### src/rtl/voice_scheduler.sv
// Shares one waveform-lookup unit across three chord voices: one lookup per enabled
// voice per start pulse, each returned sample scaled by 1/4 and summed into a 16-bit mix.
module voice_scheduler #(
  parameter int unsigned TIMEOUT = 15
) (
  input  logic               clk,
  input  logic               reset,
  input  logic               generate_next_sample,
  input  logic [2:0]         voice_en,
  input  logic               mute,
  input  logic               clear_err,
  input  logic               lookup_ack,
  input  logic signed [15:0] lookup_sample,
  output logic               lookup_req,
  output logic [1:0]         lookup_voice,
  output logic signed [15:0] mix_out,
  output logic               mix_valid,
  output logic [47:0]        voice_samples,
  output logic               busy,
  output logic               overrun,
  output logic               timeout_err
);

  localparam int DATA_W = 16;
  localparam logic [7:0] TO_LAST = 8'(TIMEOUT - 1);

  typedef enum logic [1:0] {S_IDLE, S_VOICE, S_DONE} state_t;

  state_t                    state, state_d;
  logic [1:0]                idx, idx_d;
  logic [7:0]                wait_cnt, cnt_d;
  logic [2:0]                en_lat, en_d;
  logic                      mute_lat, mute_d;
  logic signed [DATA_W-1:0]  acc, acc_d;
  logic signed [DATA_W-1:0]  mix_d;
  logic [47:0]               samples_d;
  logic                      mix_vld_d, req_d, set_ovr, set_to, advance;
  logic [1:0]                voice_d;

  // Each term is at most 1/4 full scale, so three of them never overflow 16 bits.
  function automatic logic signed [DATA_W-1:0] scale_term(input logic signed [DATA_W-1:0] s);
    return s >>> 2;
  endfunction

  always_comb begin
    state_d   = state;
    idx_d     = idx;
    cnt_d     = wait_cnt;
    en_d      = en_lat;
    mute_d    = mute_lat;
    acc_d     = acc;
    mix_d     = mix_out;
    samples_d = voice_samples;
    mix_vld_d = 1'b0;
    set_ovr   = 1'b0;
    set_to    = 1'b0;
    advance   = 1'b0;
    case (state)
      S_IDLE, S_DONE: begin
        if (generate_next_sample) begin
          state_d = S_VOICE;
          idx_d   = 2'd0;
          cnt_d   = 8'd0;
          en_d    = voice_en;
          mute_d  = mute;
          acc_d   = '0;
        end else begin
          state_d = S_IDLE;
        end
      end
      S_VOICE: begin
        set_ovr = generate_next_sample;
        if (!en_lat[idx]) begin
          advance = 1'b1;
        end else if (lookup_req && lookup_ack) begin
          advance = 1'b1;
          acc_d   = acc + scale_term(lookup_sample);
          case (idx)
            2'd0:    samples_d[47:32] = lookup_sample;
            2'd1:    samples_d[31:16] = lookup_sample;
            default: samples_d[15:0]  = lookup_sample;
          endcase
        end else if (wait_cnt == TO_LAST) begin
          advance = 1'b1;
          set_to  = 1'b1;
        end else begin
          cnt_d = wait_cnt + 8'd1;
        end
        if (advance) begin
          cnt_d = 8'd0;
          if (idx == 2'd2) begin
            state_d   = S_DONE;
            mix_vld_d = 1'b1;
            mix_d     = mute_lat ? '0 : acc_d;
          end else begin
            idx_d = idx + 2'd1;
          end
        end
      end
      default: state_d = S_IDLE;
    endcase
    // Request is registered, so it is derived from where the sequence goes next.
    req_d   = (state_d == S_VOICE) && en_d[idx_d];
    voice_d = (state_d == S_VOICE) ? idx_d : 2'd0;
  end

  always_ff @(posedge clk or negedge reset) begin
    if (!reset) begin
      state         <= S_IDLE;
      idx           <= 2'd0;
      wait_cnt      <= 8'd0;
      en_lat        <= 3'd0;
      mute_lat      <= 1'b0;
      acc           <= '0;
      mix_out       <= '0;
      mix_valid     <= 1'b0;
      voice_samples <= '0;
      lookup_req    <= 1'b0;
      lookup_voice  <= 2'd0;
      overrun       <= 1'b0;
      timeout_err   <= 1'b0;
    end else begin
      state         <= state_d;
      idx           <= idx_d;
      wait_cnt      <= cnt_d;
      en_lat        <= en_d;
      mute_lat      <= mute_d;
      acc           <= acc_d;
      mix_out       <= mix_d;
      mix_valid     <= mix_vld_d;
      voice_samples <= samples_d;
      lookup_req    <= req_d;
      lookup_voice  <= voice_d;
      overrun       <= set_ovr | (overrun & ~clear_err);
      timeout_err   <= set_to | (timeout_err & ~clear_err);
    end
  end

  assign busy = (state == S_VOICE);

endmodule

### config.mk
export PLATFORM = sky130hd
export DESIGN_NAME = voice_scheduler
export DESIGN_NICKNAME = d
export VERILOG_FILES = /design/src/rtl/voice_scheduler.sv
export SDC_FILE = /design/constraint.sdc
export NUM_CORES = 1
export LEC_CHECK = 0
export ABC_AREA = 1
export ABC_CLOCK_PERIOD_IN_PS = 2300
export CORE_MARGIN = 2
export CORE_UTILIZATION = 44
export CTS_BUF_LIST = sky130_fd_sc_hd__clkbuf_8
export DETAILED_ROUTE_END_ITERATION = 12
export PLACE_DENSITY = 0.79
export SKIP_CTS_REPAIR_TIMING = 1
export SLEW_MARGIN = 10
export SYNTH_ARGS = -nofsm -noshare
export SYNTH_HDL_FRONTEND = slang
export SYNTH_SLANG_ARGS = --single-unit
### constraint.sdc
create_clock -name clk -period 2.3 [get_ports clk]
set_clock_uncertainty 0.15 [all_clocks]
set_input_delay 0.345 -clock clk [delete_from_list [all_inputs] [get_ports clk]]
set_output_delay 0.345 -clock clk [all_outputs]
set_load 0.1 [all_outputs]
; Word-level counts from Yosys, hierarchy flattened
; Cells that the tools add are included.
[classes]
order_cmp = 2
mux = 37
n_reduce_logical = 14
n_bitwise = 6
n_eq_ne = 10
addsub = 3
[ops]
columns = op, n
row1 = $mux 16, 4
row2 = $mux 8, 5
row3 = $pmux 16 s2, 1
row4 = $add 16x14->16, 1
row5 = $pmux 8 s2, 1
row6 = $mux 1, 14
row7 = $mux 2, 6
row8 = $reduce_and 4->1, 3
row9 = $add 8x1->8 const B, 1
row10 = $eq 8x4->1 const B, 1
row11 = $pmux 2 s2, 2
row12 = $eq 2x1->1 const B, 3
row13 = $lt 2x3->1 const B, 2
row14 = $mux 3, 2
row15 = $ne 3x2->1 const B, 2
row16 = $reduce_and 5->1, 1
row17 = $bmux 1 s2, 2
row18 = $eq 2x2->1 const B, 2
row19 = $logic_not 2->1, 2
row20 = $reduce_and 2->1, 2
row21 = $reduce_or 2->1, 2
row22 = $ne 3x1->1 const B, 1
row23 = $reduce_and 3->1, 1
row24 = $add 2x1->2 const B, 1
row25 = other kinds (6), 10
[totals]
reg_bits = 102
elab_cells = 87
in_bits = 25
output_inout_bits = 71

; Logic depth before layout (Yosys ltp)
; Gate-level depths: netlist of run 1.
[depth]
word_depth = 10
mapped_depth = 14
depth_no_buf = 14

; Worst setup path before layout of run 1
; OpenSTA, ideal clock, no wires.
[synth_path]
path_type = flip-flop to flip-flop
from = register lookup_req
to = register voice_samples[10]
synth_period_minus_slack_ps = 2190
setup_ps = 125
n_path_buf = 1
required_ps = 2025
slack_ps = 110
path_stages_with_launch = 9
t_arrival_ps = 1915
cell_sequence = dfrtp_1 -> nand2_1 -> inv_1 -> nand2_2 -> inv_2 -> nand2_1 -> buf_2 -> nand2_1 -> o21ai_1
[synth_via]
elab_chain_len = 2
[synth_lines]
columns = item, line_no
row1 = "start, declared", 14  ; output logic lookup_req,
row2 = "start signal, assigned", 132  ; lookup_req <= req_d;
row3 = $logic_and 1x1->1, 75  ; end else if (lookup_req && lookup_ack) begin
row4 = $reduce_and 4->1 (no source line), --
row5 = "end signal, assigned", 131  ; voice_samples <= samples_d;
row6 = "end, declared", 18  ; output logic [47:0] voice_samples,
; No other way between the ends.
; A chain may end at the register's enable or synchronous reset.

; Worst setup path in the final report of run 1
[layout_path]
from = input lookup_sample[3]
to = register acc[10]
[layout_via]
elab_chain_len = 4
[layout_lines]
columns = item, line_no
row1 = "start, declared", 13  ; input logic signed [15:0] lookup_sample,
row2 = $add 16x14->16, 77  ; acc_d = acc + scale_term(lookup_sample);
row3 = $mux 16, 75
row4 = $mux 16, 73  ; if (!en_lat[idx]) begin
row5 = $pmux 16 s2, 58  ; case (state)
row6 = "end signal, assigned", 114  ; acc <= '0;
row7 = "end signal, assigned", 128  ; acc <= acc_d;
row8 = "end, declared", 34  ; logic signed [DATA_W-1:0] acc, acc_d;
; No other way between the ends.

==> impl_metrics.ini, run 1 <==
[routing]
dr.pass1.iters = 5
drc_errors = 0
ant_nets = 0
vias = 4468
via_per_inst = 5.11
routed_wl_um = 12500
wire_per_inst_um = 14.3
drt_iter0_markers = 299

[synthesis]
synth_top_family_by_area = simple AND/OR/NAND/NOR gates
yosys.area_share.adder = 0.0529
synth-xor-area-share = 0.0223
ys_seq_area_frac = 0.499
yosysUniqueCellTypes = 35
synth_nets = 656
synth_compound_area_frac = 0.105
synthSimpleGateAreaFrac = 0.246
synth_cells = 610
muxShareOfSynthArea = 0.00196
syn_area_sq_um = 5110
ys_seq_elements = 102
synth_area_per_cell_sq_um = 8.38
yosysWarnings = 0

[placement]
dp_cells = 858
gp_congestion = 0.891
dp_hpwl_um = 9160
placed_area_sq_um = 6200
port_buffers = 95

[cells_and_area]
synthToLayoutAreaGrowth_pct = 25.4
seqCellArea_sq_um = 2550
fin_area_sq_um = 6410
drive_above_1_share = 0.202
diodes = 0
final_cell_mix = nand2_1 (200), dfrtp_1 (102), buf_4 (96), inv_1 (61), o21ai_1 (40)
nNetsFinal = 773
num-fill-cells = 992
multi_input_area_sq_um = 2200
stdcell_count = 874
layout_commonest_cell = nand2_1

[critical_path]
arrival_ns = 2.24
cp-end-kind = flop
critPathMaxFanout = 3
path_class = in -> reg
worst_setup_path_start_kind = input pin
required_ns = 2.42
worstRegToRegCells = 14
r2r-start = acc[0]
rrSetupSlack_ns = 0.20
r2r-end = acc[10]

[clock_network]
h-tree-depth = 3
cts_buffers = 9
cts_tree = yes
clockBufferDepth = 2
clkLatencyLatePin_ns = 0.37
cts_sinks = 102
clk_pin_slew_worst_paths_ns = 0.10
root_buffer = clkbuf_8

[sta]
worst_pin_slew_ns = 0.366
period_share = 0.921
fin_crit_ns = 2.12
max_freq_ghz = 0.472
relSlewSlack = 0.756
grt_setup_unrepaired = no
setup_viol = 0
drv_slew = 0
fin_tns_setup_ns = 0
finalHoldViolations = 0

[global_route]
grt_max_degree = 62
grt_pass1_vias = 4345
grt.overflow.total = 0
grt_pass1_wl_um = 20700
antenna_found_initial = 0
gr-usage-all-layers = 0.203

[flow_run]
maxCapViolations = 0

[die]
dieArea_sq_um = 12500
ioPinCount = 96
start_util = 0.450
coreArea_sq_um = 11400
dieWidth_um = 112
die_h_um = 112
core.rowCount = 39

[hold_path]
min_path_type = in -> async

[status]
outcome = finished clean
critical path: stages:
cell and delay (ns):
clkdlybuf4s50_1 0.49, inv_1 0.08, fa_2 0.40, inv_1 0.06, nand3_1 0.06, nand2_1 0.09
nand2_1 0.05, nand2_1 0.12, nand2_1 0.07, nand2_1 0.07, xor2_1 0.15, nand2_1 0.08
nand3_1 0.09, nand2_1 0.06
stage by stage:
step / util / hold WS (ns) / setup WS (ns)
CTS: 0.562 / -0.354 / 0.0339
finish: 0.564 / 0.202 / 0.182
global route: 0.564 / 0.205 / 0.0382
floorplan: - / -0.101 / 0.110
detailed placement: 0.546 / 0.0553 / -0.357
global placement: 0.546 / 0.0479 / -0.309
synthesized netlist by cell type (all sizes together):
library cell / n / area share
nand2: 209 / 0.16
dfrtp: 102 / 0.50
o21ai: 76 / 0.074
inv: 66 / 0.048
nand3: 35 / 0.042
nor2: 27 / 0.027
ha: 20 / 0.049
buf: 18 / 0.023
a21oi: 17 / 0.018
o22ai: 8 / 0.0098
xor2: 8 / 0.014
or2: 5 / 0.0061
xnor2: 5 / 0.0086
nand3b: 4 / 0.0059
nand4: 3 / 0.0037
nor3: 2 / 0.0020
a22o: 1 / 0.0017
and2: 1 / 0.0012
fa: 1 / 0.0039
mux2i: 1 / 0.0020
o21a: 1 / 0.0015
cells by family (layout without fill, tap and decap cells):
family,after synthesis,after routing
flip-flops,102,102
XOR/XNOR,13,13
adder cells (fa/ha/maj),21,21
AO/OA/AOI/OAI,103,103
buffers and inverters,84,205
multiplexers,1,1
AND/OR/NAND/NOR,286,286
registers in the layout, summed over array words and instances (netlist names):
signal,cells
idx,2
voice_samples,48
mute_lat,1
mix_out,16
en_lat,3
wait_cnt,8
acc,16
state,2
timeout_err,1
lookup_voice,2
mix_valid,1
overrun,1
lookup_req,1
layout make-up:
cell class,instances,area share
clock buffer,10,0.0215
sequential,102,0.398
timing repair buffer,124,0.163
multi-input combinational,424,0.343
inverter,66,0.0387
tap,143,0.0279
clock inverter,5,0.00800
worst max path at each step:
stage                        endpoint              from  depth (start not counted)  slack [ns]
CTS                           acc[10]  lookup_sample[2]                         15        0.03
finish                        acc[10]  lookup_sample[3]                         14        0.18
detailed placement            acc[10]  lookup_sample[2]                         15       -0.36
global placement          mix_out[10]  lookup_sample[2]                         15       -0.31
global route              mix_out[15]  lookup_sample[8]                         13        0.04
floorplan           voice_samples[10]        lookup_req                          8        0.11
routing by layer:
metal  part of all wire  routed length [um]  vias to the layer above  track usage
li1                   -                   -                     2188            -
met1               0.47                5880                     2128        0.274
met2               0.46                5770                      135        0.326
met3              0.053                 661                       17       0.0397
met4              0.016                 195                        0       0.0782
met5                  0                   0                        -            0
Power of run 1 is left out: the tool's default activity adds up to more than one toggle a clock period on the data nets, which glitch-free logic cannot reach.
==> run 2: changes to the inputs <==
--- a/config.mk
+++ b/config.mk
@@ -7,6 +7,7 @@
 export LEC_CHECK = 0
 export ABC_AREA = 1
 export ABC_CLOCK_PERIOD_IN_PS = 2300
+export CAP_MARGIN = 20
 export CORE_MARGIN = 2
 export CORE_UTILIZATION = 44
 export CTS_BUF_LIST = sky130_fd_sc_hd__clkbuf_8
==> results of run 2 <==
The final DEF is identical to that of run 1; final timing and power are the same.
Power of run 2 is left out for the same reason.
